File: src/rtl/oven_pkg.sv
// rtl/oven_pkg.sv - shared oven types and constants
// Contents: state encoding, time width shared with the display block,
// default cook-time limit and the button increment amounts.
package oven_pkg;

    localparam int TIME_W           = 13;
    localparam int MAX_TIME_DEFAULT = 5999;
    localparam int ADD_MIN          = 60;
    localparam int ADD_10S          = 10;

    typedef enum logic [2:0] {
        OVEN_IDLE  = 3'd0,
        OVEN_SET   = 3'd1,
        OVEN_COOK  = 3'd2,
        OVEN_PAUSE = 3'd3,
        OVEN_DONE  = 3'd4
    } oven_state_e;

endpackage

File: src/rtl/oven_tick_prescaler.sv
// rtl/oven_tick_prescaler.sv - one-second tick generator with hold and clear
// Ports: clk, rst_n (async active-low), run (count enable), clear (zero the
// count, wins over run), tick (one cycle high while running on the last count).
module oven_tick_prescaler #(
    parameter int CLK_HZ = 50_000_000
) (
    input  logic clk,
    input  logic rst_n,
    input  logic run,
    input  logic clear,
    output logic tick
);

    localparam int CNT_W = (CLK_HZ > 1) ? $clog2(CLK_HZ) : 1;
    localparam logic [CNT_W-1:0] LAST = CNT_W'(CLK_HZ - 1);

    logic [CNT_W-1:0] cnt;

    assign tick = run && (cnt == LAST);

    // When run is low the count holds, so a paused cook resumes mid-second.
    always_ff @(posedge clk or negedge rst_n) begin
        if (!rst_n) begin
            cnt <= '0;
        end else if (clear) begin
            cnt <= '0;
        end else if (run) begin
            cnt <= (cnt == LAST) ? '0 : cnt + 1'b1;
        end
    end

endmodule

File: src/rtl/oven_cook_controller.sv
// rtl/oven_cook_controller.sv - oven cook sequencing FSM, countdown and heater
// Ports: clk, rst_n (async active-low); start/stop/add_min/add_10s buttons
// (levels, rising-edge detected); door_open; current_temp, target_temp;
// outputs current_time, show_temp, heater_on, done_beep, state (all registered).
// Build option: OVEN_DOOR_INTERLOCK_EN enables door handling; when undefined
// door_open is ignored.
module oven_cook_controller
    import oven_pkg::*;
#(
    parameter int CLK_HZ     = 50_000_000,
    parameter int MAX_TIME   = MAX_TIME_DEFAULT,
    parameter int HYST       = 2,
    parameter int BEEP_TICKS = 3
) (
    input  logic              clk,
    input  logic              rst_n,
    input  logic              start_btn,
    input  logic              stop_btn,
    input  logic              add_min_btn,
    input  logic              add_10s_btn,
    input  logic              door_open,
    input  logic [7:0]        current_temp,
    input  logic [7:0]        target_temp,
    output logic [TIME_W-1:0] current_time,
    output logic              show_temp,
    output logic              heater_on,
    output logic              done_beep,
    output logic [2:0]        state
);

    localparam logic [2:0] ST_IDLE  = OVEN_IDLE;
    localparam logic [2:0] ST_SET   = OVEN_SET;
    localparam logic [2:0] ST_COOK  = OVEN_COOK;
    localparam logic [2:0] ST_PAUSE = OVEN_PAUSE;
    localparam logic [2:0] ST_DONE  = OVEN_DONE;

    localparam int BEEP_W = (BEEP_TICKS > 1) ? $clog2(BEEP_TICKS + 1) : 1;
    localparam logic [BEEP_W-1:0] BEEP_LAST = BEEP_W'(BEEP_TICKS - 1);

    logic start_prev, stop_prev, min_prev, s10_prev;
    logic start_ev, stop_ev, min_ev, s10_ev, add_ev;
    logic door_blk;
    logic tick, pre_run, pre_clear;
    logic [2:0] next_state;
    logic apply_add, dec, clr_time;
    logic [BEEP_W-1:0] beep_cnt, beep_next;
    logic [TIME_W:0] add_amt, time_sum;
    logic [TIME_W-1:0] time_next;
    logic time_nz, heater_next;

`ifdef OVEN_DOOR_INTERLOCK_EN
    assign door_blk = door_open;
`else
    logic door_unused;
    assign door_unused = door_open;
    assign door_blk    = 1'b0;
`endif

    assign start_ev = start_btn   & ~start_prev;
    assign stop_ev  = stop_btn    & ~stop_prev;
    assign min_ev   = add_min_btn & ~min_prev;
    assign s10_ev   = add_10s_btn & ~s10_prev;
    assign add_ev   = min_ev | s10_ev;
    assign time_nz  = (current_time != '0);

    // Both add buttons together give +70.
    assign add_amt = (min_ev ? (TIME_W+1)'(ADD_MIN) : '0)
                   + (s10_ev ? (TIME_W+1)'(ADD_10S) : '0);

    assign pre_run = (state == ST_COOK) || (state == ST_DONE);

    oven_tick_prescaler #(.CLK_HZ(CLK_HZ)) u_prescaler (
        .clk   (clk),
        .rst_n (rst_n),
        .run   (pre_run),
        .clear (pre_clear),
        .tick  (tick)
    );

    // Priority: stop > door > start > add.
    always_comb begin
        next_state = state;
        apply_add  = 1'b0;
        dec        = 1'b0;
        clr_time   = 1'b0;
        pre_clear  = 1'b0;
        beep_next  = '0;
        case (state)
            ST_IDLE: begin
                clr_time = 1'b1;
                if (!stop_ev && add_ev) begin
                    next_state = ST_SET;
                    clr_time   = 1'b0;
                    apply_add  = 1'b1;
                end
            end
            ST_SET, ST_PAUSE: begin
                if (stop_ev) begin
                    next_state = ST_IDLE;
                    clr_time   = 1'b1;
                end else if (start_ev && !door_blk && time_nz) begin
                    next_state = ST_COOK;
                    pre_clear  = (state == ST_SET);
                end else begin
                    apply_add = add_ev;
                end
            end
            ST_COOK: begin
                // A tick coinciding with a pause is dropped.
                if (stop_ev || door_blk) begin
                    next_state = ST_PAUSE;
                end else begin
                    apply_add = add_ev;
                    dec       = tick;
                    if (tick && !add_ev && current_time == TIME_W'(1))
                        next_state = ST_DONE;
                end
            end
            ST_DONE: begin
                clr_time = 1'b1;
                if (stop_ev || door_blk || add_ev) begin
                    next_state = ST_IDLE;
                end else begin
                    beep_next = beep_cnt;
                    if (tick) begin
                        if (beep_cnt == BEEP_LAST)
                            next_state = ST_IDLE;
                        else
                            beep_next = beep_cnt + 1'b1;
                    end
                end
            end
            default: begin
                next_state = ST_IDLE;
                clr_time   = 1'b1;
            end
        endcase
    end

    // One bit of headroom so an add past MAX_TIME saturates instead of wrapping.
    assign time_sum  = {1'b0, current_time} - {{TIME_W{1'b0}}, dec}
                     + (apply_add ? add_amt : '0);
    assign time_next = clr_time ? '0
                     : (time_sum > (TIME_W+1)'(MAX_TIME)) ? TIME_W'(MAX_TIME)
                     : time_sum[TIME_W-1:0];

    // Hysteresis only while staying in COOK; any exit drops the heater at once.
    always_comb begin
        heater_next = 1'b0;
        if (state == ST_COOK && next_state == ST_COOK) begin
            if (({1'b0, current_temp} + 9'(HYST)) < {1'b0, target_temp})
                heater_next = 1'b1;
            else if (current_temp >= target_temp)
                heater_next = 1'b0;
            else
                heater_next = heater_on;
        end
    end

    always_ff @(posedge clk or negedge rst_n) begin
        if (!rst_n) begin
            state        <= ST_IDLE;
            current_time <= '0;
            show_temp    <= 1'b0;
            heater_on    <= 1'b0;
            done_beep    <= 1'b0;
            beep_cnt     <= '0;
            start_prev   <= 1'b0;
            stop_prev    <= 1'b0;
            min_prev     <= 1'b0;
            s10_prev     <= 1'b0;
        end else begin
            state        <= next_state;
            current_time <= time_next;
            show_temp    <= (next_state == ST_COOK);
            heater_on    <= heater_next;
            done_beep    <= (next_state == ST_DONE);
            beep_cnt     <= beep_next;
            start_prev   <= start_btn;
            stop_prev    <= stop_btn;
            min_prev     <= add_min_btn;
            s10_prev     <= add_10s_btn;
        end
    end

endmodule
File: config.mk
export PLATFORM = sky130hd
export DESIGN_NAME = oven_cook_controller
export DESIGN_NICKNAME = d
export VERILOG_FILES = /design/src/rtl/oven_pkg.sv /design/src/rtl/oven_tick_prescaler.sv /design/src/rtl/oven_cook_controller.sv
export SDC_FILE = /design/constraint.sdc
export NUM_CORES = 1
export LEC_CHECK = 0
export BUFFER_PORTS_ARGS = -buffer_cell sky130_fd_sc_hd__buf_2
export CORE_ASPECT_RATIO = 1.1
export CORE_MARGIN = 2
export CORE_UTILIZATION = 50
export DETAILED_ROUTE_END_ITERATION = 8
export GPL_TIMING_DRIVEN = 1
export PLACE_DENSITY = 0.79
export SLEW_MARGIN = 10
export SYNTH_ARGS = -nofsm -noshare
export SYNTH_HDL_FRONTEND = slang
export SYNTH_HIERARCHICAL = 1
export SYNTH_SLANG_ARGS = --single-unit
File: constraint.sdc
create_clock -name clk -period 5.5 [get_ports clk]
set_clock_uncertainty 0.1 [all_clocks]
set_input_delay 0.825 -clock clk [delete_from_list [all_inputs] [get_ports clk]]
set_output_delay 0.825 -clock clk [all_outputs]
set_load 0.005 [all_outputs]
==> qor.txt <==
Cell count after synthesis: 463
Setup_tns: 0 ns
Chip width: 90.0 um
Sequential Power Share: 24.6%
Via Count: 3,489
Post-CTS Setup Bufs: 0
DR iter-0 viols: 185
Port bufs: 40
Core Util, Final: 56.7%
Routed wire length: 8.70 mm
Status: finished, final reports clean
FF+latch count, synth: 51
Worst path arrival time: 5.19 ns
Fin. Hold Viols: 0
Syn nets: 529
Max clock buf depth: 2
Vias/cell: 5.69
HP Class: reg -> reg
Worst slew pin tran: 1.02 ns
CP dominant cell by count: ha_1
Top delay family on crit path: compound AO/OA/AOI/OAI gates
Critical path class: reg -> reg
Vias in the first global route: 3,339
Crit path buffers/inverters: 3
Synth cell types: 63
Slew margin rel.: 31.7%
M1 GR Usage: 26.9%
First-pass DRT Iterations: 4
Post-cts resize count: 0
Non-Filler Instances: 613
Combinational share of power: 63.8%
Remaining DRCs: 0
FF+latch area: 0.00128 sq mm
Routed len/inst: 14.2 um
Internal Power: 1.28 mW
Sw Pwr: 1.13 mW
Max-slew violations: 0
Die Area: 0.00888 sq mm
Sw frac: 46.9%
TritonCTS Buffers: 5
CP Capture Type: flip-flop
I/O Pins: 42
Sequential share of the synthesized area: 31.4%
Clock Latency Late Sink: 0.31 ns
Synthesized area: 0.00407 sq mm
Worst Path Required: 5.61 ns
Initial antenna violation count: 0
Max-capacitance violation count: 0
Post-synth ARST share: 100%
Worst-path clk slew: 0.10 ns
Pwr Density: 538 mW/mm^2
Die Y: 98.6 um
CP peak stage delay: 0.46 ns
Starting Density: 51.4%
Crit-path cells: inv_1, ha_1, nor4b_1, nand4_1, nor2_1, nor3b_1, a2111oi_0, buf_4, nand2_1, ha_1, inv_1, ha_1, fa_1, a21o_1, a221oi_1, o211a_2, xor2_1, nor2_1, a311oi_2
RSZ-0062 raised after global routing: no
Most used DFF post-synth: dfrtp_1
ANT cells: 0
FILL cells: 747
Top Usage Layer GRT: met2
Hpwl dp: 6.58 mm
Area contributors post-synth: dfrtp_1 (31%), ha_1 (13%), inv_1 (4.7%)
First-pass GRT wire length: 15.2 mm
Sink Count: 51
Maximum vdd drop: 0.000532 V
Startpoint class of the critical path: flip-flop
Core Footprint: 0.00791 sq mm
Syn Area/Cell: 8.79 sq um
H-tree depth: 2
Total GRT Usage: 20.4%
Crit-path max FO: 6
Grt ovf: 0
Rows: 34
Placed cells: 605
Placer Congestion: 0.870
CTS tree: yes
Leak: 2.08 nW
Multi-input logic area: 0.00252 sq mm
Crit path time final: 5.07 ns
Number of flops mapped to enable cells by yosys: 0
Final setup violation count: 0
M2 GR Usage: 35.3%
Met3 Use GR: 2.98%
Fin nets: 570
Critical-path top delay cell: fa_1
Synth area leader: dfrtp_1
YS warnings: 6
Share of cells above drive strength 1: 14.7%
Area delta synth->final: 10.3%
Post-CTS Hold Fix Bufs: 0
Number of routed nets with antenna violations: 0
Max Clock Freq: 0.197 GHz
Largest net degree at the start of global routing: 52
Crit share post-route: 92.2%
Clock share of power: 11.6%
Synth top area share: 31.4%
CTS root buffer: clkbuf_8
[synth_stat cells (all sizes together) (9+ instances only)]
| cell type | count |
|---|---|
| a21oi | 28 |
| and3 | 11 |
| dfrtp | 51 |
| ha | 42 |
| inv | 51 |
| nand2 | 25 |
| nand2b | 10 |
| nand3 | 21 |
| nand4 | 15 |
| nor2 | 38 |
| nor2b | 9 |
| o21ai | 12 |
| o31ai | 11 |
| or3 | 11 |
| or4 | 10 |
| xnor2 | 13 |
| xor2 | 11 |
[kinds of logic after synthesis]
group                      Yosys count  synth area share, %
adders and majority gates           43                 13.4
and+or+nand+nor                    186                 25.9
buffers and inverters               63                 6.76
DFF                                 51                 31.4
xor gates and xnor gates            24                 5.17
AOI/OAI and AO/OA                   96                 17.4
[worst register-to-register path, stage by stage (launching register included)]
cell       delay, ns
dfrtp_1         0.42
inv_1           0.09
ha_1            0.16
nor4b_1         0.29
nand4_1         0.18
nor2_1          0.12
nor3b_1         0.09
a2111oi_0       0.42
buf_4           0.21
nand2_1         0.06
ha_1            0.26
inv_1           0.04
ha_1            0.22
fa_1            0.46
a21o_1          0.21
a221oi_1        0.45
o211a_2         0.31
xor2_1          0.45
nor2_1          0.14
a311oi_2        0.30
[registers in the layout, summed over array words and instances (netlist names)]
signal / count
done_beep: 1
min_prev: 1
state: 3
heater_on: 1
u_prescaler/cnt: 26
beep_cnt: 2
current_time: 13
s10_prev: 1
stop_prev: 1
start_prev: 1
show_temp: 1
[power by group through the flow]
stage	sequential (mW)	combinational, mW	clock, mW
final	0.594	1.54	0.280
after CTS	0.593	1.53	0.283
after global routing	0.612	1.70	0.299
after floorplan	0.571	1.21	0
after detailed placement	0.600	1.52	0
after global placement	0.596	1.46	0
[routing by layer]
metal,routed length (um),up-vias,part of all wire (%)
li1,-,1765,-
met1,3970,1638,46
met2,4280,71,49
met3,314,15,3.6
met4,139,0,1.6
met5,0,-,0
[stage by stage]
stage / area, sq um / worst slack [ns] / hold slack (ns) / power, mW
finish: 4490 / 0.427 / 0.452 / 2.41
global route: 4490 / 0.0696 / 0.495 / 2.61
CTS: 4490 / 0.478 / 0.456 / 2.40
detailed placement: 4370 / 0.458 / 0.426 / 2.12
global placement: 4370 / 0.503 / 0.400 / 2.05
floorplan: 4070 / 0.470 / 0.384 / 1.78
[cell usage in the layout, fill, tap and decap left out, types with 3 or more instances in the layout]
cell       count
a2111oi_0      3
a21o_1         8
a21oi_1       28
a311oi_2       5
and2_1         4
and3_1        10
and4_1         4
buf_2         40
buf_4          6
clkbuf_8       6
dfrtp_1       51
ha_1          42
inv_1         51
nand2_1       24
nand2b_1       9
nand3_1       21
nand4_1       14
nor2_1        38
nor2b_1        9
nor3_1         7
nor3b_1        4
nor4_1         7
nor4b_1        4
o21a_1         5
o21ai_0       10
o31ai_1       10
or3_1         11
or4_1          9
xnor2_1       13
xor2_1        11
[layout make-up]
cell class,instances,area share (%)
clock inverters,2,0.864
clock buffers,6,1.84
multi-input cells,349,56.1
inverters,51,4.27
well taps,108,3.01
flip-flops and latches,51,28.4
repair buffers,46,5.47
[path summary, 6_finish.rpt]
kind,slack [ns],from,to,depth (start not counted)
min,0.45,beep_cnt[1]$_DFFE_PN0P_,beep_cnt[1]$_DFFE_PN0P_,2
max reg2reg,0.43,current_time[9]$_DFF_PN0_,current_time[5]$_DFF_PN0_,19
min reg2reg,0.45,beep_cnt[1]$_DFFE_PN0P_,beep_cnt[1]$_DFFE_PN0P_,2
min in group asynchronous,0.50,rst_n,u_prescaler/cnt[4]$_DFFE_PN0P_,2
max in group asynchronous,4.34,rst_n,u_prescaler/cnt[7]$_DFFE_PN0P_,2
max,0.43,current_time[9]$_DFF_PN0_,current_time[5]$_DFF_PN0_,19
No activity file was read; power rests on OpenSTA's default activity.
